## config.mk

```make
export PLATFORM = sky130hd
export DESIGN_NAME = completion_arbiter
export DESIGN_NICKNAME = d
export VERILOG_FILES = /design/src/rtl/ooo_pkg.sv /design/src/rtl/result_fifo.sv /design/src/rtl/completion_arbiter.sv
export SDC_FILE = /design/constraint.sdc
export NUM_CORES = 2
export LEC_CHECK = 0
export CAP_MARGIN = 20
export CORE_ASPECT_RATIO = 1.75
export CORE_MARGIN = 4
export CORE_UTILIZATION = 50
export DETAILED_ROUTE_END_ITERATION = 6
export PLACE_DENSITY = 0.7
export SKIP_CTS_REPAIR_TIMING = 1
export SLEW_MARGIN = 20
export SYNTH_ARGS = -nofsm -noshare
export SYNTH_HDL_FRONTEND = slang
export SYNTH_SLANG_ARGS = --single-unit
```

## constraint.sdc

```tcl
create_clock -name clk -period 9.5 [get_ports clk]
set_input_delay 1.9 -clock clk [delete_from_list [all_inputs] [get_ports clk]]
set_output_delay 1.9 -clock clk [all_outputs]
set_load 0.01 [all_outputs]
```

## src/rtl/ooo_pkg.sv

```systemverilog
// Shared types and defaults for the out-of-order completion path.
// Holds the result-beat struct and the round-robin pick helper.
package ooo_pkg;

  localparam int INST_ID_BITS_DEF = 6;
  localparam int PRN_BITS_DEF     = 6;
  localparam int MAX_OPERANDS_DEF = 3;
  localparam int FU_COUNT_DEF     = 4;
  localparam int FIFO_DEPTH_DEF   = 4;
  localparam int STALL_SLACK_DEF  = 2;
  localparam int DATA_BITS        = 64;

  typedef struct packed {
    logic [INST_ID_BITS_DEF-1:0] inst_id;
    logic [MAX_OPERANDS_DEF-1:0][PRN_BITS_DEF-1:0] prn;
    logic [MAX_OPERANDS_DEF-1:0][DATA_BITS-1:0] data;
    logic [MAX_OPERANDS_DEF-1:0] data_valid;
  } fu_result_t;

  // First set bit at or after ptr, wrapping within n requesters.
  function automatic int unsigned rr_first(
    input logic [31:0] req,
    input int unsigned ptr,
    input int unsigned n
  );
    int unsigned idx;
    logic found;
    rr_first = 0;
    found = 1'b0;
    for (int unsigned k = 0; k < 32; k++) begin
      if (k < n) begin
        idx = (ptr + k) % n;
        if (!found && req[idx]) begin
          found = 1'b1;
          rr_first = idx;
        end
      end
    end
  endfunction

endpackage

```

## src/rtl/result_fifo.sv

```systemverilog
// Per-FU circular result buffer with count, full and empty.
// A push into a full buffer lands only when a pop frees a slot.
module result_fifo #(
  parameter int W     = 8,
  parameter int DEPTH = 4
) (
  input  logic                   clk,
  input  logic                   rst_n,
  input  logic                   push,
  input  logic                   pop,
  input  logic [W-1:0]           din,
  output logic [W-1:0]           dout,
  output logic [$clog2(DEPTH):0] count_next,
  output logic                   full,
  output logic                   empty
);

  localparam int AW = $clog2(DEPTH);

  logic [W-1:0] mem [DEPTH];
  logic [AW-1:0] rd_ptr;
  logic [AW-1:0] wr_ptr;
  logic [AW:0] count;
  logic do_push;
  logic do_pop;

  assign empty = (count == '0);
  assign full = (count == (AW+1)'(DEPTH));
  assign dout = mem[rd_ptr];
  assign do_pop = pop && !empty;
  assign do_push = push && (!full || do_pop);
  assign count_next = count
    + {{AW{1'b0}}, do_push}
    - {{AW{1'b0}}, do_pop};

  always_ff @(posedge clk or negedge rst_n) begin
    if (!rst_n) begin
      rd_ptr <= '0;
      wr_ptr <= '0;
      count <= '0;
    end else begin
      if (do_pop) rd_ptr <= rd_ptr + AW'(1);
      if (do_push) wr_ptr <= wr_ptr + AW'(1);
      count <= count_next;
    end
  end

  always_ff @(posedge clk) begin
    if (do_push) mem[wr_ptr] <= din;
  end

endmodule

```

## src/rtl/completion_arbiter.sv

```systemverilog
// Round-robin completion arbiter: per-FU FIFOs onto one writeback bus.
// COMPLETION_ARB_BYPASS_EN adds a 0-cycle path for empty-FIFO beats.
module completion_arbiter
  import ooo_pkg::*;
#(
  parameter int INST_ID_BITS = INST_ID_BITS_DEF,
  parameter int PRN_BITS     = PRN_BITS_DEF,
  parameter int MAX_OPERANDS = MAX_OPERANDS_DEF,
  parameter int FU_COUNT     = FU_COUNT_DEF,
  parameter int FIFO_DEPTH   = FIFO_DEPTH_DEF,
  parameter int STALL_SLACK  = STALL_SLACK_DEF
) (
  input  logic                        clk,
  input  logic                        rst,
  input  logic [FU_COUNT-1:0]         fu_out_valid,
  input  logic [INST_ID_BITS-1:0]     fu_out_inst_id [FU_COUNT],
  input  logic [PRN_BITS-1:0]         fu_out_prn [FU_COUNT][MAX_OPERANDS],
  input  logic [DATA_BITS-1:0]        fu_out_data [FU_COUNT][MAX_OPERANDS],
  input  logic [MAX_OPERANDS-1:0]     fu_out_data_valid [FU_COUNT],
  output logic [FU_COUNT-1:0]         fu_stall,
  output logic                        wb_valid,
  input  logic                        wb_ready,
  output logic [$clog2(FU_COUNT)-1:0] wb_fu_idx,
  output logic [INST_ID_BITS-1:0]     wb_inst_id,
  output logic [PRN_BITS-1:0]         wb_prn [MAX_OPERANDS],
  output logic [DATA_BITS-1:0]        wb_data [MAX_OPERANDS],
  output logic [MAX_OPERANDS-1:0]     wb_data_valid,
  output logic                        overflow_err
);

  localparam int IW = $clog2(FU_COUNT);
  localparam int CW = $clog2(FIFO_DEPTH) + 1;

  typedef struct packed {
    logic [INST_ID_BITS-1:0] inst_id;
    logic [MAX_OPERANDS-1:0][PRN_BITS-1:0] prn;
    logic [MAX_OPERANDS-1:0][DATA_BITS-1:0] data;
    logic [MAX_OPERANDS-1:0] data_valid;
  } beat_t;

  beat_t in_beat [FU_COUNT];
  beat_t head [FU_COUNT];
  beat_t sel;
  logic [CW-1:0] cnt_nxt [FU_COUNT];
  logic [FU_COUNT-1:0] empty;
  logic [FU_COUNT-1:0] full;
  logic [FU_COUNT-1:0] push;
  logic [FU_COUNT-1:0] pop;
  logic [FU_COUNT-1:0] cand;
  logic [FU_COUNT-1:0] stall_nxt;
  logic [IW-1:0] rr_ptr;
  logic [IW-1:0] win;
  logic [IW-1:0] win_nxt;
  logic [IW-1:0] lock_idx;
  logic lock_q;
  logic any;
  logic byp;
  logic accept;
  logic ovf_hit;

  always_comb begin
    for (int g = 0; g < FU_COUNT; g++) begin
      in_beat[g].inst_id = fu_out_inst_id[g];
      in_beat[g].data_valid = fu_out_data_valid[g];
      for (int k = 0; k < MAX_OPERANDS; k++) begin
        in_beat[g].prn[k] = fu_out_prn[g][k];
        in_beat[g].data[k] = fu_out_data[g][k];
      end
    end
  end

  for (genvar g = 0; g < FU_COUNT; g++) begin : g_fifo
    result_fifo #(
      .W($bits(beat_t)),
      .DEPTH(FIFO_DEPTH)
    ) u_fifo (
      .clk(clk),
      .rst_n(rst),
      .push(push[g]),
      .pop(pop[g]),
      .din(in_beat[g]),
      .dout(head[g]),
      .count_next(cnt_nxt[g]),
      .full(full[g]),
      .empty(empty[g])
    );
  end

  always_comb begin
    cand = ~empty;
`ifdef COMPLETION_ARB_BYPASS_EN
    cand = cand | fu_out_valid;
`endif
    any = |cand;
    win = lock_q ? lock_idx
      : IW'(rr_first(32'(cand), 32'(rr_ptr), FU_COUNT));
    wb_valid = lock_q || any;
    byp = 1'b0;
`ifdef COMPLETION_ARB_BYPASS_EN
    byp = !lock_q && empty[win] && fu_out_valid[win];
`endif
    sel = byp ? in_beat[win] : head[win];
    if (!wb_valid) sel = '0;
    accept = wb_valid && wb_ready;
    win_nxt = (win == IW'(FU_COUNT - 1)) ? '0 : win + IW'(1);
    // A bypassed beat that is accepted never enters its FIFO.
    push = fu_out_valid;
    pop = '0;
    if (accept) begin
      if (byp) push[win] = 1'b0;
      else pop[win] = 1'b1;
    end
    ovf_hit = |(push & full & ~pop);
  end

  always_comb begin
    wb_fu_idx = wb_valid ? win : '0;
    wb_inst_id = sel.inst_id;
    wb_data_valid = sel.data_valid;
    for (int k = 0; k < MAX_OPERANDS; k++) begin
      wb_prn[k] = sel.prn[k];
      wb_data[k] = sel.data[k];
    end
    for (int g = 0; g < FU_COUNT; g++) begin
      stall_nxt[g] = (CW'(FIFO_DEPTH) - cnt_nxt[g]) < CW'(STALL_SLACK);
    end
  end

  always_ff @(posedge clk or negedge rst) begin
    if (!rst) begin
      rr_ptr <= '0;
      lock_q <= 1'b0;
      lock_idx <= '0;
      fu_stall <= '0;
      overflow_err <= 1'b0;
    end else begin
      lock_q <= wb_valid && !wb_ready;
      lock_idx <= win;
      if (accept) rr_ptr <= win_nxt;
      fu_stall <= stall_nxt;
      if (ovf_hit) overflow_err <= 1'b1;
    end
  end

endmodule

```

[Word-level counts from Yosys, hierarchy flattened]
Memory sizes are Yosys's and may differ from the RTL's.
Cells that the tools add are included.
W data, S select, Z words.
Word-level totals
  bits of input ports: 883
  flip-flop bits (word level): 38
  memories kept: 4
  word-level logic and storage cells: 136
  output and inout port bits: 227
  memory bits (writable): 3504
Cells by class
  bitwise gates (word level): 5
  $add $sub $neg: 24
  reduce and logical (&&, ||, !) cells: 37
  multiplexer cells: 33
  magnitude comparators: 11
  eq/ne operators: 5
Memories
  g_fifo[0].u_fifo.mem: words 4, width 219, read ports 1, clocked after memory_dff 0, wr ports 1, RTL line result_fifo.sv:20  | logic [W-1:0] mem [DEPTH];
  g_fifo[1].u_fifo.mem: words 4, width 219, read ports 1, clocked after memory_dff 0, wr ports 1, RTL line result_fifo.sv:20
  g_fifo[2].u_fifo.mem: words 4, width 219, read ports 1, clocked after memory_dff 0, wr ports 1, RTL line result_fifo.sv:20
  g_fifo[3].u_fifo.mem: words 4, width 219, read ports 1, clocked after memory_dff 0, wr ports 1, RTL line result_fifo.sv:20
Operators with widths (number)
  $mux W219: 3
  $bmux W219 S2: 1
  $lt A2 B6 Y1 const B: 4
  $add A2 B1 Y2 const B: 10
  $mux W1: 16
  $logic_and A1 B1 Y1: 14
  $mux W2: 7
  $add A3 B1 Y3: 4
  $eq A3 B3 Y1 const B: 4
  $logic_not A1 Y1: 12
  $logic_not A3 Y1: 4
  $lt A3 B2 Y1 const B: 4
  $sub A3 B1 Y3: 4
  $sub A3 B3 Y3 const A: 4
  $and A4 B4 Y4: 2
  $bmux W1 S2: 4
  $not A4 Y4: 2
  $reduce_or A4 Y1: 2
  $logic_or A1 B1 Y1: 5
  $add A2 B2 Y2 const B: 2
  $mux W4: 1
  $ge A3 B3 Y1 const B: 1
  $lt A2 B3 Y1 const B: 1
  $not A2 Y3: 1
  other kinds (3): 3

[Depth between registers and ports, before layout]
  depth after elaboration: 27
  gate-level depth with buffers: 20
  depth with buffers taken out: 16

[Hierarchy]
A second synthesis with hierarchy kept.
Second synthesis, totals
  cell total of the unflattened synthesis: 5624
  area, all modules: 134711.7 µm²
Modules (own cells, without submodules)
  result_fifo (g_fifo[2].u_fifo ...): cells each 1179, area an instance 32077.0 µm², seq. area each 26480.4 µm², instances 2
  result_fifo (g_fifo[1].u_fifo): cells each 1179, area an instance 32072.0 µm², seq. area each 26480.4 µm², instances 1
  result_fifo (g_fifo[0].u_fifo): cells each 1179, area an instance 32034.5 µm², seq. area each 26480.4 µm², instances 1
  completion_arbiter: cells each 908, area an instance 6451.2 µm², seq. area each 250.2 µm², instances 1

[Worst setup path after synthesis]
Ideal clock, no wire load.
  path kind: flip-flop to flip-flop
  from: register g_fifo[2].u_fifo.count[1]
  to: memory g_fifo[3].u_fifo.mem[0][0] in the netlist's numbering (enable)
  buffers on the path: 3
  required time: 8893 ps
  setup time: 607 ps
  setup slack: 1036 ps
  data arrival time: 7858 ps
  stages on the path, launching flop included: 11
  period minus slack after synthesis: 8464 ps
  cell sequence: dfrtp_1 -> or3_1 -> a221o_1 -> o31ai_1 -> buf_2 -> buf_2 -> buf_1 -> ha_1 -> nand3_1 -> a31oi_1 -> and2_1
Between the ends
  longest elaborated chain between the ends: 25
  elaborated cells on any way between the ends: 38
  those cells by class: 2 x order compare; 21 x mux; 1 x bitwise; 14 x reduce/logical
Ends and longest elaborated chain
  start, declared: RTL line result_fifo.sv:23  | logic [AW:0] count;
  start signal, assigned: RTL line result_fifo.sv:44  | count <= count_next;
  $logic_not A3 Y1 (*): RTL line result_fifo.sv:27  | assign empty = (count == '0);
  $not A4 Y4 (*): RTL line completion_arbiter.sv:90  | cand = ~empty;
  $bmux W1 S2: RTL line ooo_pkg.sv:33  | if (!found && req[idx]) begin
  $mux W1 (not written as such): RTL line ooo_pkg.sv:33
  $mux W1: RTL line ooo_pkg.sv:33
  $logic_not A1 Y1: RTL line ooo_pkg.sv:33
  $logic_and A1 B1 Y1: RTL line ooo_pkg.sv:33
  $mux W1: RTL line ooo_pkg.sv:33
  [10 not listed]
  $demux W1 S2: RTL line completion_arbiter.sv:111  | else pop[win] = 1'b1;
  $mux W4 (*): RTL line completion_arbiter.sv:109  | if (accept) begin
  $logic_and A1 B1 Y1 (*): RTL line result_fifo.sv:30  | assign do_pop = pop && !empty;
  $logic_or A1 B1 Y1 (*): RTL line result_fifo.sv:31  | assign do_push = push && (!full || do_pop);
  $logic_and A1 B1 Y1 (*): RTL line result_fifo.sv:31
  via g_fifo[3].u_fifo.do_push: RTL line result_fifo.sv:24  | logic do_push;
  $mux W1 (*): RTL line result_fifo.sv:49  | if (do_push) mem[wr_ptr] <= din;
  $mux W1 (not written as such) (*): RTL line result_fifo.sv:49
  end, declared: RTL line result_fifo.sv:20
The timed path passes the listed nets; every way through them passes the cells marked *. The select of a mux whose other input is x is not followed.

==> flow_summary.json <==
{
  "dieHeight_um": 695,
  "first_pass_iters": 7,
  "start_kind": "flip-flop",
  "vdd_drop_max_v": 0.000309,
  "pwr_density_cell_nw_per_um2": 337,
  "die-area_um2": 278000,
  "numPortBuffers": 1109,
  "fin_crit_sh_pct": 78.6,
  "final_cell_mix": "edfxtp_1 (3504), clkdlybuf4s50_1 (1108), mux4_2 (876), clkbuf_16 (323), mux2i_1 (213)",
  "avgSynthCellArea_um2": 23.0,
  "synth_fa_ha_area_share_pct": 0.320,
  "synthesis.area_um2": 135000,
  "clockBufferDepth": 4,
  "wl_per_cell_um": 35.7,
  "drive_gt1_share_pct": 20.0,
  "core_um2": 268000,
  "vias": 68000,
  "hpwl_um": 251000,
  "syn_inst": 5848,
  "ant_nets": 0,
  "layout_commonest_cell": "edfxtp_1",
  "start_util_pct": 50.3,
  "final_core_util_pct": 60.1,
  "antenna_found_initial": 228,
  "synth_area_leaders": "edfxtp_1 (78%), mux4_2 (15%), mux2i_1 (1.6%)",
  "leakagePower_nw": 51.3,
  "worstSetupEndpointType": "output pin",
  "cts.reportedPaths.clkPinSlew_ns": 0.06,
  "track_usage_pct": 27.8,
  "synth_flop_cell": "edfxtp_1",
  "synth_top_family_by_area": "multiplexers",
  "synth_xor_area_share_pct": 0.143,
  "synth-simple-area-share_pct": 0.972,
  "grt_overflow": 0,
  "cts_buffers": 320,
  "synth.largest_area_cell": "edfxtp_1",
  "worstPathArrival_ns": 5.57,
  "syn2layout_area_growth_pct": 19.4,
  "crit_chain": "or3_1 -> or4b_1 -> a2111oi_2 -> a31o_4 -> nand2_8 -> buf_4 -> o22ai_1 -> clkdlybuf4s50_1",
  "cp_top_family": "simple AND/OR/NAND/NOR gates",
  "max_stage_delay_ns": 0.67,
  "violations": "DRC",
  "status": "complete, but fails checks",
  "rsz0062_at_grt": "false",
  "crit_required_ns": 7.60,
  "clockRootBuffer": "clkbuf_16",
  "slew_viol_final": 0,
  "wl_um": 391000,
  "drv_cap": 0,
  "synth.ff_latch_count": 3542,
  "via_per_inst": 6.20,
  "slowest_stage": "clkdlybuf4s50_1",
  "yosysTopAreaCellShare_pct": 78.1,
  "slew_headroom_pct": 15.5,
  "num-fill-cells": 18700,
  "ys_seq_area_share_pct": 78.8,
  "final-hold-violation-count": 0,
  "nets": 7962,
  "synth-edff-count": 3504,
  "timing.fmax_mhz": 134,
  "cts_tree": "done",
  "crit_buf_inv": 2,
  "min_path_type": "flip-flop to flip-flop",
  "synthDistinctLibCells": 49,
  "drc": 1,
  "clock_sinks": 3542,
  "grt_pass1_vias": 69100,
  "fin_skew_ns": 0.0635,
  "drt-initial-drc-count": 8451,
  "yosysWarnings": 0,
  "fp-row-count": 251,
  "io_pins": 1110,
  "clk_latency_ns": 0.88,
  "syn_nets": 6763,
  "tns_ns": 0,
  "synth-async-reset-ratio_pct": 1.07,
  "cp_max_fo": 57,
  "synth-compound-area-share_pct": 2.35,
  "grt_pass1_wl_um": 545000,
  "grt_max_degree": 161,
  "synthMuxAreaShare_pct": 16.3,
  "place.gp.congestion": 0.863,
  "setup_violations": 0,
  "crit_type": "flip-flop to output pin",
  "die_x_um": 400,
  "tightest_slew_ns": 1.23,
  "post-route-min-period_ns": 7.47,
  "cts_max_level": 5
}
-- worst min-delay path, stage by stage, from the launching register on --
cell	delay, ns
dfrtp_1	0.37
nor2_1	0.06
o211ai_1	0.08
-- final timing paths --
kind                                            from                           end  slack, ns  depth (start not counted)
min                                     overflow_err                  overflow_err       0.56                          2
max                        g_fifo[1].u_fifo.count[2]                   wb_data[23]       2.03                          8
max in group asynchronous                        rst    g_fifo[1].u_fifo.rd_ptr[0]       7.57                          1
min reg2reg                             overflow_err                  overflow_err       0.56                          2
max reg2reg                g_fifo[1].u_fifo.count[2]  g_fifo[3].u_fifo.mem[1][173]       3.54                         11
min in group asynchronous                        rst    g_fifo[2].u_fifo.wr_ptr[0]       1.21                          1
-- stage by stage --
step | instance area (um^2) | instances | setup WS, ns | hold slack (ns) | power (mW)
2_1_floorplan | 135000 | 5848 | 1.04 | 0.461 | 33.3
3_3_place_gp | 150000 | 10300 | 2.88 | 0.531 | 41.6
3_5_place_dp | 150000 | 10300 | 2.86 | 0.541 | 41.9
4_1_cts | 160000 | 10800 | 1.90 | 0.555 | 54.8
5_1_grt | 161000 | 10900 | 1.84 | 0.605 | 56.3
6_report | 161000 | 11000 | 2.03 | 0.560 | 54.2
-- per-layer routing --
metal | up-vias | track usage (%) | share of wire, % | wire [um]
li1 | 27500 | - | - | -
met1 | 35900 | 35.2 | 36 | 140000
met2 | 3631 | 44.5 | 49 | 190000
met3 | 790 | 10.3 | 11 | 45000
met4 | 194 | 10.1 | 3.9 | 15100
met5 | - | 0 | 0.31 | 1200
-- synthesized netlist by cell type, drive strengths merged (2+ instances only) --
library cell	n
and3	11
o31ai	4
or3	4
a21oi	116
inv	35
o21ai	9
mux2	2
clkbuf	279
nor3	7
nor3b	5
mux4	876
a31oi	3
xnor2	9
ha	28
nor2	123
nand2b	4
o211ai	2
nor4	2
edfxtp	3504
o22ai	109
and2	12
dfrtp	38
buf	58
fa	4
nand3	7
a221o	2
mux2i	214
xor2	13
o311ai	4
nand2	131
a22oi	112
a211oi	112
-- power by group --
group | leakage, nW | internal [mW] | switching [mW]
clock | 4.99 | 7.19 | 5.68
sequential | 32.6 | 20.8 | 1.03
combinational | 13.8 | 8.01 | 11.5
-- sequential cells by signal (all words and copies together) (netlist names) --
register,cells
lock_idx,2
overflow_err,1
g_fifo.u_fifo.count,12
rr_ptr,2
fu_stall,4
g_fifo.u_fifo.rd_ptr,8
lock_q,1
g_fifo.u_fifo.wr_ptr,8
g_fifo.u_fifo.mem,3504
-- final cells by class --
cell class | instances | area, um^2 | area share [%]
antenna | 126 | 315 | 0.196
clock buffer | 381 | 8300 | 5.16
clock inverter | 194 | 2020 | 1.26
inverter | 35 | 144 | 0.0895
multi-input combinational | 1934 | 27100 | 16.9
sequential | 3542 | 106000 | 66.0
tap | 3542 | 4430 | 2.76
timing repair buffer | 1214 | 12300 | 7.65
-- kinds of logic (layout without fill, tap and decap cells) --
kind of cell | count (synthesis) | count (layout)
flip-flops | 3542 | 3542
multiplexers | 1092 | 1092
AO/OA/AOI/OAI | 478 | 478
buffers and inverters | 372 | 1824
AND/OR/NAND/NOR | 310 | 310
adder cells (fa/ha/maj) | 32 | 32
XOR/XNOR | 22 | 22
other | 0 | 126
(Power assumes the default switching activity.)
